## src/rtl/bpm_pkg.sv

```systemverilog
// Shared types and default parameter values for the windowed heart-rate monitor.
package bpm_pkg;

    typedef enum logic {
        IDLE = 1'b0,
        RUN  = 1'b1
    } state_t;

    localparam int DEF_COUNT_W       = 8;
    localparam int DEF_BPM_W         = 12;
    localparam int DEF_BPM_MULT      = 6;
    localparam int DEF_WINDOW_CYCLES = 100;
    localparam int DEF_ALARM_N       = 3;

endpackage

```

## src/rtl/bpm_window_monitor_if.sv

```systemverilog
// Control inputs and per-window results of the heart-rate monitor.
interface bpm_window_monitor_if
    import bpm_pkg::*;
#(
    parameter int BPM_W = DEF_BPM_W
);
    logic             en;
    logic             pulse_in;
    logic [BPM_W-1:0] low_thresh;
    logic [BPM_W-1:0] high_thresh;
    logic [BPM_W-1:0] bpm;
    logic             bpm_valid;
    logic             bpm_state;
    logic             count_sat;
    logic             alarm;

    modport master (
        output en, pulse_in, low_thresh, high_thresh,
        input  bpm, bpm_valid, bpm_state, count_sat, alarm
    );

    modport slave (
        input  en, pulse_in, low_thresh, high_thresh,
        output bpm, bpm_valid, bpm_state, count_sat, alarm
    );

endinterface

```

## src/rtl/bpm_edge_counter.sv

```systemverilog
// Rising-edge detector on the raw pulse line feeding a saturating edge counter.
module bpm_edge_counter
    import bpm_pkg::*;
#(
    parameter int COUNT_W = DEF_COUNT_W
) (
    input  logic               clk,
    input  logic               reset,
    input  logic               pulse_in,
    input  logic               run,
    input  logic               close,
    output logic               pulse_edge,
    output logic [COUNT_W-1:0] pulse_cnt,
    output logic               cnt_sat
);

    logic pulse_q;

    // pulse_q tracks the line even while idle so the first RUN cycle sees a true edge
    always_ff @(posedge clk or posedge reset) begin
        if (reset) begin
            pulse_q <= 1'b0;
        end else begin
            pulse_q <= pulse_in;
        end
    end

    assign pulse_edge = pulse_in & ~pulse_q;

    always_ff @(posedge clk or posedge reset) begin
        if (reset) begin
            pulse_cnt <= '0;
            cnt_sat   <= 1'b0;
        end else if (!run || close) begin
            pulse_cnt <= '0;
            cnt_sat   <= 1'b0;
        end else if (pulse_edge) begin
            if (pulse_cnt == {COUNT_W{1'b1}}) begin
                cnt_sat <= 1'b1;
            end else begin
                pulse_cnt <= pulse_cnt + COUNT_W'(1);
            end
        end
    end

endmodule

```

## src/rtl/bpm_window_monitor.sv

```systemverilog
// Windowed BPM monitor: counts pulse edges per window, scales to BPM, classifies and alarms.
module bpm_window_monitor
    import bpm_pkg::*;
#(
    parameter int COUNT_W       = DEF_COUNT_W,
    parameter int BPM_W         = DEF_BPM_W,
    parameter int BPM_MULT      = DEF_BPM_MULT,
    parameter int WINDOW_CYCLES = DEF_WINDOW_CYCLES,
    parameter int ALARM_N       = DEF_ALARM_N
) (
    input  logic                 clk,
    input  logic                 reset,
    bpm_window_monitor_if.slave  bus
);

    localparam int WIN_W    = $clog2(WINDOW_CYCLES);
    localparam int MULT_W   = ($clog2(BPM_MULT + 1) > 0) ? $clog2(BPM_MULT + 1) : 1;
    localparam int PROD_W   = COUNT_W + MULT_W;
    localparam int WIDE_W   = (PROD_W > BPM_W) ? PROD_W : BPM_W;
    localparam int STREAK_W = $clog2(ALARM_N + 1);

    localparam logic [WIN_W-1:0]    WIN_LAST   = WIN_W'(WINDOW_CYCLES - 1);
    localparam logic [PROD_W-1:0]   MULT_V     = PROD_W'(BPM_MULT);
    localparam logic [STREAK_W-1:0] STREAK_MAX = STREAK_W'(ALARM_N);

    function automatic logic [COUNT_W-1:0] sat_inc(input logic [COUNT_W-1:0] c,
                                                   input logic               inc);
        if (inc && (c != {COUNT_W{1'b1}})) return c + COUNT_W'(1);
        return c;
    endfunction

    function automatic logic [BPM_W-1:0] sat_bpm(input logic [PROD_W-1:0] p);
        logic [WIDE_W-1:0] w;
        w = WIDE_W'(p);
        if (w > WIDE_W'({BPM_W{1'b1}})) return {BPM_W{1'b1}};
        return w[BPM_W-1:0];
    endfunction

    function automatic logic [STREAK_W-1:0] streak_next(input logic [STREAK_W-1:0] s,
                                                        input logic                oor);
        if (!oor) return '0;
        if (s == STREAK_MAX) return s;
        return s + STREAK_W'(1);
    endfunction

    state_t               state_q;
    state_t               state_d;
    logic                 active;
    logic [WIN_W-1:0]     win_cnt;

    logic                 pulse_edge;
    logic [COUNT_W-1:0]   pulse_cnt;
    logic                 cnt_sat;

    logic                 close_p0;
    logic [COUNT_W-1:0]   final_p0;
    logic                 sat_p0;
    logic [PROD_W-1:0]    prod_p0;
    logic [BPM_W-1:0]     bpm_p0;
    logic                 oor_p0;
    logic [STREAK_W-1:0]  streak_p0;

    logic                 vld_p1;
    logic [BPM_W-1:0]     bpm_p1;
    logic                 oor_p1;
    logic                 sat_p1;
    logic                 alarm_p1;
    logic [STREAK_W-1:0]  streak_q;

    always_ff @(posedge clk or posedge reset) begin
        if (reset) begin
            state_q <= IDLE;
        end else begin
            state_q <= state_d;
        end
    end

    always_comb begin
        state_d = state_q;
        case (state_q)
            IDLE:    if (bus.en)  state_d = RUN;
            RUN:     if (!bus.en) state_d = IDLE;
            default: state_d = IDLE;
        endcase
    end

    // en is qualified here so a window whose close cycle sees en low is dropped
    assign active   = (state_q == RUN) && bus.en;
    assign close_p0 = active && (win_cnt == WIN_LAST);

    always_ff @(posedge clk or posedge reset) begin
        if (reset) begin
            win_cnt <= '0;
        end else if (!active || close_p0) begin
            win_cnt <= '0;
        end else begin
            win_cnt <= win_cnt + WIN_W'(1);
        end
    end

    bpm_edge_counter #(
        .COUNT_W (COUNT_W)
    ) u_edge_counter (
        .clk        (clk),
        .reset      (reset),
        .pulse_in   (bus.pulse_in),
        .run        (active),
        .close      (close_p0),
        .pulse_edge (pulse_edge),
        .pulse_cnt  (pulse_cnt),
        .cnt_sat    (cnt_sat)
    );

    // Stage p0: close-cycle result; an edge on the close cycle belongs to this window
    assign final_p0  = sat_inc(pulse_cnt, pulse_edge);
    assign sat_p0    = cnt_sat | (pulse_edge & (pulse_cnt == {COUNT_W{1'b1}}));
    assign prod_p0   = PROD_W'(final_p0) * MULT_V;
    assign bpm_p0    = sat_bpm(prod_p0);
    assign oor_p0    = (bpm_p0 < bus.low_thresh) | (bpm_p0 > bus.high_thresh);
    assign streak_p0 = streak_next(streak_q, oor_p0);

    // Stage p1: registered window result, held until the next close
    always_ff @(posedge clk or posedge reset) begin
        if (reset) begin
            vld_p1   <= 1'b0;
            bpm_p1   <= '0;
            oor_p1   <= 1'b0;
            sat_p1   <= 1'b0;
            alarm_p1 <= 1'b0;
            streak_q <= '0;
        end else begin
            vld_p1 <= close_p0;
            if (close_p0) begin
                bpm_p1   <= bpm_p0;
                oor_p1   <= oor_p0;
                sat_p1   <= sat_p0;
                streak_q <= streak_p0;
                alarm_p1 <= (streak_p0 == STREAK_MAX);
            end
        end
    end

    assign bus.bpm       = bpm_p1;
    assign bus.bpm_valid = vld_p1;
    assign bus.bpm_state = oor_p1;
    assign bus.count_sat = sat_p1;
    assign bus.alarm     = alarm_p1;

endmodule

```

## src/flat_wrapper.sv

```systemverilog
// flat-port wrapper written by rule: the top's interface ports become plain ports
module bpm_window_monitor_flat import bpm_pkg::*;
#(
    parameter int COUNT_W       = DEF_COUNT_W,
    parameter int BPM_W         = DEF_BPM_W,
    parameter int BPM_MULT      = DEF_BPM_MULT,
    parameter int WINDOW_CYCLES = DEF_WINDOW_CYCLES,
    parameter int ALARM_N       = DEF_ALARM_N
)
  (clk, reset, bus_en, bus_pulse_in, bus_low_thresh, bus_high_thresh, bus_bpm, bus_bpm_valid, bus_bpm_state, bus_count_sat, bus_alarm);
  bpm_window_monitor_if #(.BPM_W(BPM_W)) bus_i ();
  input  logic clk;
  input  logic reset;
  input wire logic [$bits(bus_i.en)-1:0] bus_en;
  input wire logic [$bits(bus_i.pulse_in)-1:0] bus_pulse_in;
  input wire logic [$bits(bus_i.low_thresh)-1:0] bus_low_thresh;
  input wire logic [$bits(bus_i.high_thresh)-1:0] bus_high_thresh;
  output wire logic [$bits(bus_i.bpm)-1:0] bus_bpm;
  output wire logic [$bits(bus_i.bpm_valid)-1:0] bus_bpm_valid;
  output wire logic [$bits(bus_i.bpm_state)-1:0] bus_bpm_state;
  output wire logic [$bits(bus_i.count_sat)-1:0] bus_count_sat;
  output wire logic [$bits(bus_i.alarm)-1:0] bus_alarm;
  assign bus_i.en = bus_en;
  assign bus_i.pulse_in = bus_pulse_in;
  assign bus_i.low_thresh = bus_low_thresh;
  assign bus_i.high_thresh = bus_high_thresh;
  assign bus_bpm = bus_i.bpm;
  assign bus_bpm_valid = bus_i.bpm_valid;
  assign bus_bpm_state = bus_i.bpm_state;
  assign bus_count_sat = bus_i.count_sat;
  assign bus_alarm = bus_i.alarm;
  bpm_window_monitor #(.COUNT_W(COUNT_W), .BPM_W(BPM_W), .BPM_MULT(BPM_MULT), .WINDOW_CYCLES(WINDOW_CYCLES), .ALARM_N(ALARM_N)) u_core (.clk(clk), .reset(reset), .bus(bus_i));
endmodule
```

## config.mk

```make
export PLATFORM = sky130hd
export DESIGN_NAME = bpm_window_monitor_flat
export DESIGN_NICKNAME = d
export VERILOG_FILES = /design/src/rtl/bpm_pkg.sv /design/src/rtl/bpm_window_monitor_if.sv /design/src/rtl/bpm_edge_counter.sv /design/src/rtl/bpm_window_monitor.sv /design/src/flat_wrapper.sv
export SDC_FILE = /design/constraint.sdc
export NUM_CORES = 1
export LEC_CHECK = 0
export CORE_MARGIN = 3
export CORE_UTILIZATION = 47
export DETAILED_ROUTE_END_ITERATION = 12
export PLACE_DENSITY = 0.81
export RECOVER_POWER = 50
export SYNTH_ARGS = -nofsm -noshare
export SYNTH_HDL_FRONTEND = slang
export SYNTH_SLANG_ARGS = --single-unit
```

## constraint.sdc

```tcl
create_clock -name clk -period 3.9 [get_ports clk]
set_input_delay 0.975 -clock clk [delete_from_list [all_inputs] [get_ports clk]]
set_output_delay 0.975 -clock clk [all_outputs]
set_load 0.1 [all_outputs]
```

==> metrics <==
status=complete, but fails checks; failing checks=capacitance limit, slew limit, setup timing; Routed WL=5330 µm; critical path required time=4.08 ns; Crit. Startpoint=bus_pulse_in; Worst Tran Pin Value=1.78 ns; worst setup path end=u_core.bus.bpm_state; Most used DFF post-synth=dfrtp_1; leakage=1.77 nW; fin cells=409; Final Power=847 µW; gr usage total=19.6%; CP Launch Type=input port; clk sinks=34; Via Count=2,057; Synth Register Bits=34; Logic pwr share=10.8%; Worst Hold Class=register to register; Clk pwr share=47.1%; Critical Path AT=4.16 ns; largest net degree at the start of global routing=35; Post-Syn Area=2350 µm²; total CTS buffers=5; dpl hpwl=3980 µm; post-synth top area share=36.2%; H-tree levels=2; area of the core=4790 µm²; worst-skew pair later-pin latency=0.29 ns; Post-route DRC=0; Die W=76.7 µm; commonest non-fill, non-tap cell in the layout=buf_4; ys async rst share=100%; count of flip-flops with a built-in enable after synthesis=0; initial antenna violation count=0; Antenna Nets Post-Route=0; Via density=5.03; Chip Height=76.7 µm; setup TNS=-0.278 ns; Clk pin slew, worst setup/hold paths=0.07 ns; Worst Skew=0.00200 ns; Area Overhead vs Synth=45.4%; switching share of power=22.3%; CTS tree=yes; Pint=658 µW; ant diodes=0; Worst R2R End=u_core.bus.bpm_state; Placed Cells=396; final hold violations=0; synth warn=0; Port Buf Inserts=41; Worst R2R Start=u_core.u_edge_counter.pulse_cnt[0]; R2R cell count=18; die area=5890 µm²; max-cap viol count=1; syn avg cell area=9.45 µm²; remaining global-route overflow=0; share of cells above drive strength 1=26.0%; first-pass GRT wire length=9260 µm; Seq pwr share=42.1%; most frequent cells in the layout=buf_4, clkdlybuf4s50_1, dfrtp_1; CP max FO=4; Worst VDD drop=197 µV; Net count, final=400; fin crit share=102%; leading area contributor after synthesis=dfrtp_1; starting density of the core=49.2%; vias in the first global route=2,096; Site Rows=25; fill count=336; Sw Pwr=189 µW; Area contributors post-synth=dfrtp_1, ha_1, nor2_1; clk root buf=clkbuf_8; final setup vio count=4; power density over cell area=247 nW/µm²; register area share after synthesis=36.2%; Setup Crit Path Kind=input port to register; cts hold-fix bufs=0; DR iter-0 viols=121; Pins Over Slew Limit=35; RSZ-0062 raised after global routing=yes; Fin Hold WS=0.452 ns; IO Pins=44; final setup margin=-0.0791 ns; Post-Synthesis Cells=249; Max Root-Sink Buffers=2; R2R Setup Slk=0 ns; wire per inst=13.0 µm; library cells used by synthesis=49; post-route minimum period=3.98 ns; f_max=0.251 GHz; Rel. slew slack=-18.7%; CP endpoint kind=register; GP Congestion=0.903; Pre-antenna DRT Iters=6
## area by class of cell
cell class / instances / area [µm²] / area share, %
clock buffer: 5 / 68.8 / 2.01
clock inverter: 3 / 68.8 / 2.01
inverter: 32 / 120 / 3.51
multi-input combinational: 179 / 1460 / 42.8
sequential: 34 / 851 / 24.9
tap: 67 / 83.8 / 2.45
timing repair buffer: 89 / 764 / 22.3
## synth_stat cells (2+ instances only)
cell      instances
inv_1            29
a41oi_1           2
and3_1            2
a31oi_1           2
or3_1             2
nand3_1           8
buf_4             2
xor2_1            5
nor2_1           31
a21o_1            4
o21ai_0           7
mux2_2            6
clkbuf_1          2
nand2b_1          3
xnor2_1           8
mux2i_1           5
nor2b_1           2
inv_2             3
nand4_1           3
nand4b_1          2
a211oi_1          3
a21oi_1          12
nand2_1          11
ha_1             31
dfrtp_1          34
and2_1            4
nor3_1            3
nand3b_1          2
## worst max-delay path, cell delays in order
cell,delay [ns]
buf_6,0.10
and2b_2,0.21
o21ai_4,0.08
mux2i_4,0.31
inv_2,0.09
ha_4,0.17
ha_4,0.16
o211ai_2,0.16
a31oi_2,0.12
o21a_1,0.24
or3_4,0.35
and2_4,0.18
ha_4,0.21
a21o_1,0.18
a211oi_2,0.20
a21oi_2,0.09
a211oi_2,0.26
nor2_1,0.08
## stage by stage
stage               instance area, µm²  utilization, %  setup WS [ns]
global route                      3420            71.5         -0.248
detailed placement                3210            67.0         -0.747
floorplan                         2410               -         -0.115
CTS                               3370            70.4         -0.128
finish                            3420            71.5        -0.0791
global placement                  3210            67.0         -0.682
## state kept, by name, summed over array words and instances, names as in the netlist
register	count
u_core.u_edge_counter.pulse_q	1
u_core.streak_q	2
u_core.bus.bpm_valid	1
u_core.u_edge_counter.cnt_sat	1
u_core.state_q	1
u_core.win_cnt	7
u_core.bus.count_sat	1
u_core.bus.bpm_state	1
u_core.u_edge_counter.pulse_cnt	8
u_core.bus.bpm	10
u_core.bus.alarm	1
## cell families after synthesis
| group | after synthesis | synth area share [%] |
|---|---|---|
| mux | 13 | 6.22 |
| flops | 34 | 36.2 |
| fa+ha+maj | 31 | 16.5 |
| other cells | 1 | 0.159 |
| compound gates | 40 | 12.1 |
| simple gates | 80 | 17.8 |
| xor+xnor | 13 | 4.84 |
| buf+inv | 37 | 6.22 |
## power by group through the flow
stage	combinational, mW	clock (mW)	sequential (mW)
after floorplan	0.0491	0	0.363
after global placement	0.0898	0	0.363
after detailed placement	0.0920	0	0.363
after CTS	0.0928	0.404	0.356
after global routing	0.103	0.419	0.357
final	0.0917	0.398	0.356
## layer usage
| layer | up-vias | track usage, % | routed length (µm) |
|---|---|---|---|
| li1 | 1033 | - | - |
| met1 | 964 | 23.9 | 2320 |
| met2 | 50 | 34.5 | 2680 |
| met3 | 10 | 4.34 | 225 |
| met4 | 0 | 5.98 | 96 |
| met5 | - | 0 | 0 |
## worst min-delay path by stage
| stage | startpoint | to | slack [ns] | cells past startpoint |
|---|---|---|---|---|
| 2_1_floorplan | u_core.win_cnt[0] | u_core.win_cnt[0] | 0.42 | 1 |
| 3_3_place_gp | u_core.win_cnt[0] | u_core.win_cnt[0] | 0.44 | 1 |
| 3_5_place_dp | u_core.win_cnt[0] | u_core.win_cnt[0] | 0.45 | 1 |
| 4_1_cts | u_core.win_cnt[0] | u_core.win_cnt[0] | 0.46 | 1 |
| 5_1_grt | u_core.win_cnt[0] | u_core.win_cnt[0] | 0.48 | 1 |
| 6_report | u_core.win_cnt[0] | u_core.win_cnt[0] | 0.45 | 1 |
## timing repair
| action | 4_1_cts | 5_1_grt |
|---|---|---|
| setup endpoints to repair | 4 | 4 |
| pin swaps | 17 | 11 |
| cloned | 0 | 0 |
| buffers inserted | 2 | 3 |
| gates resized for setup | 7 | 8 |
Note: power is estimated with default switching activity, not from simulation.
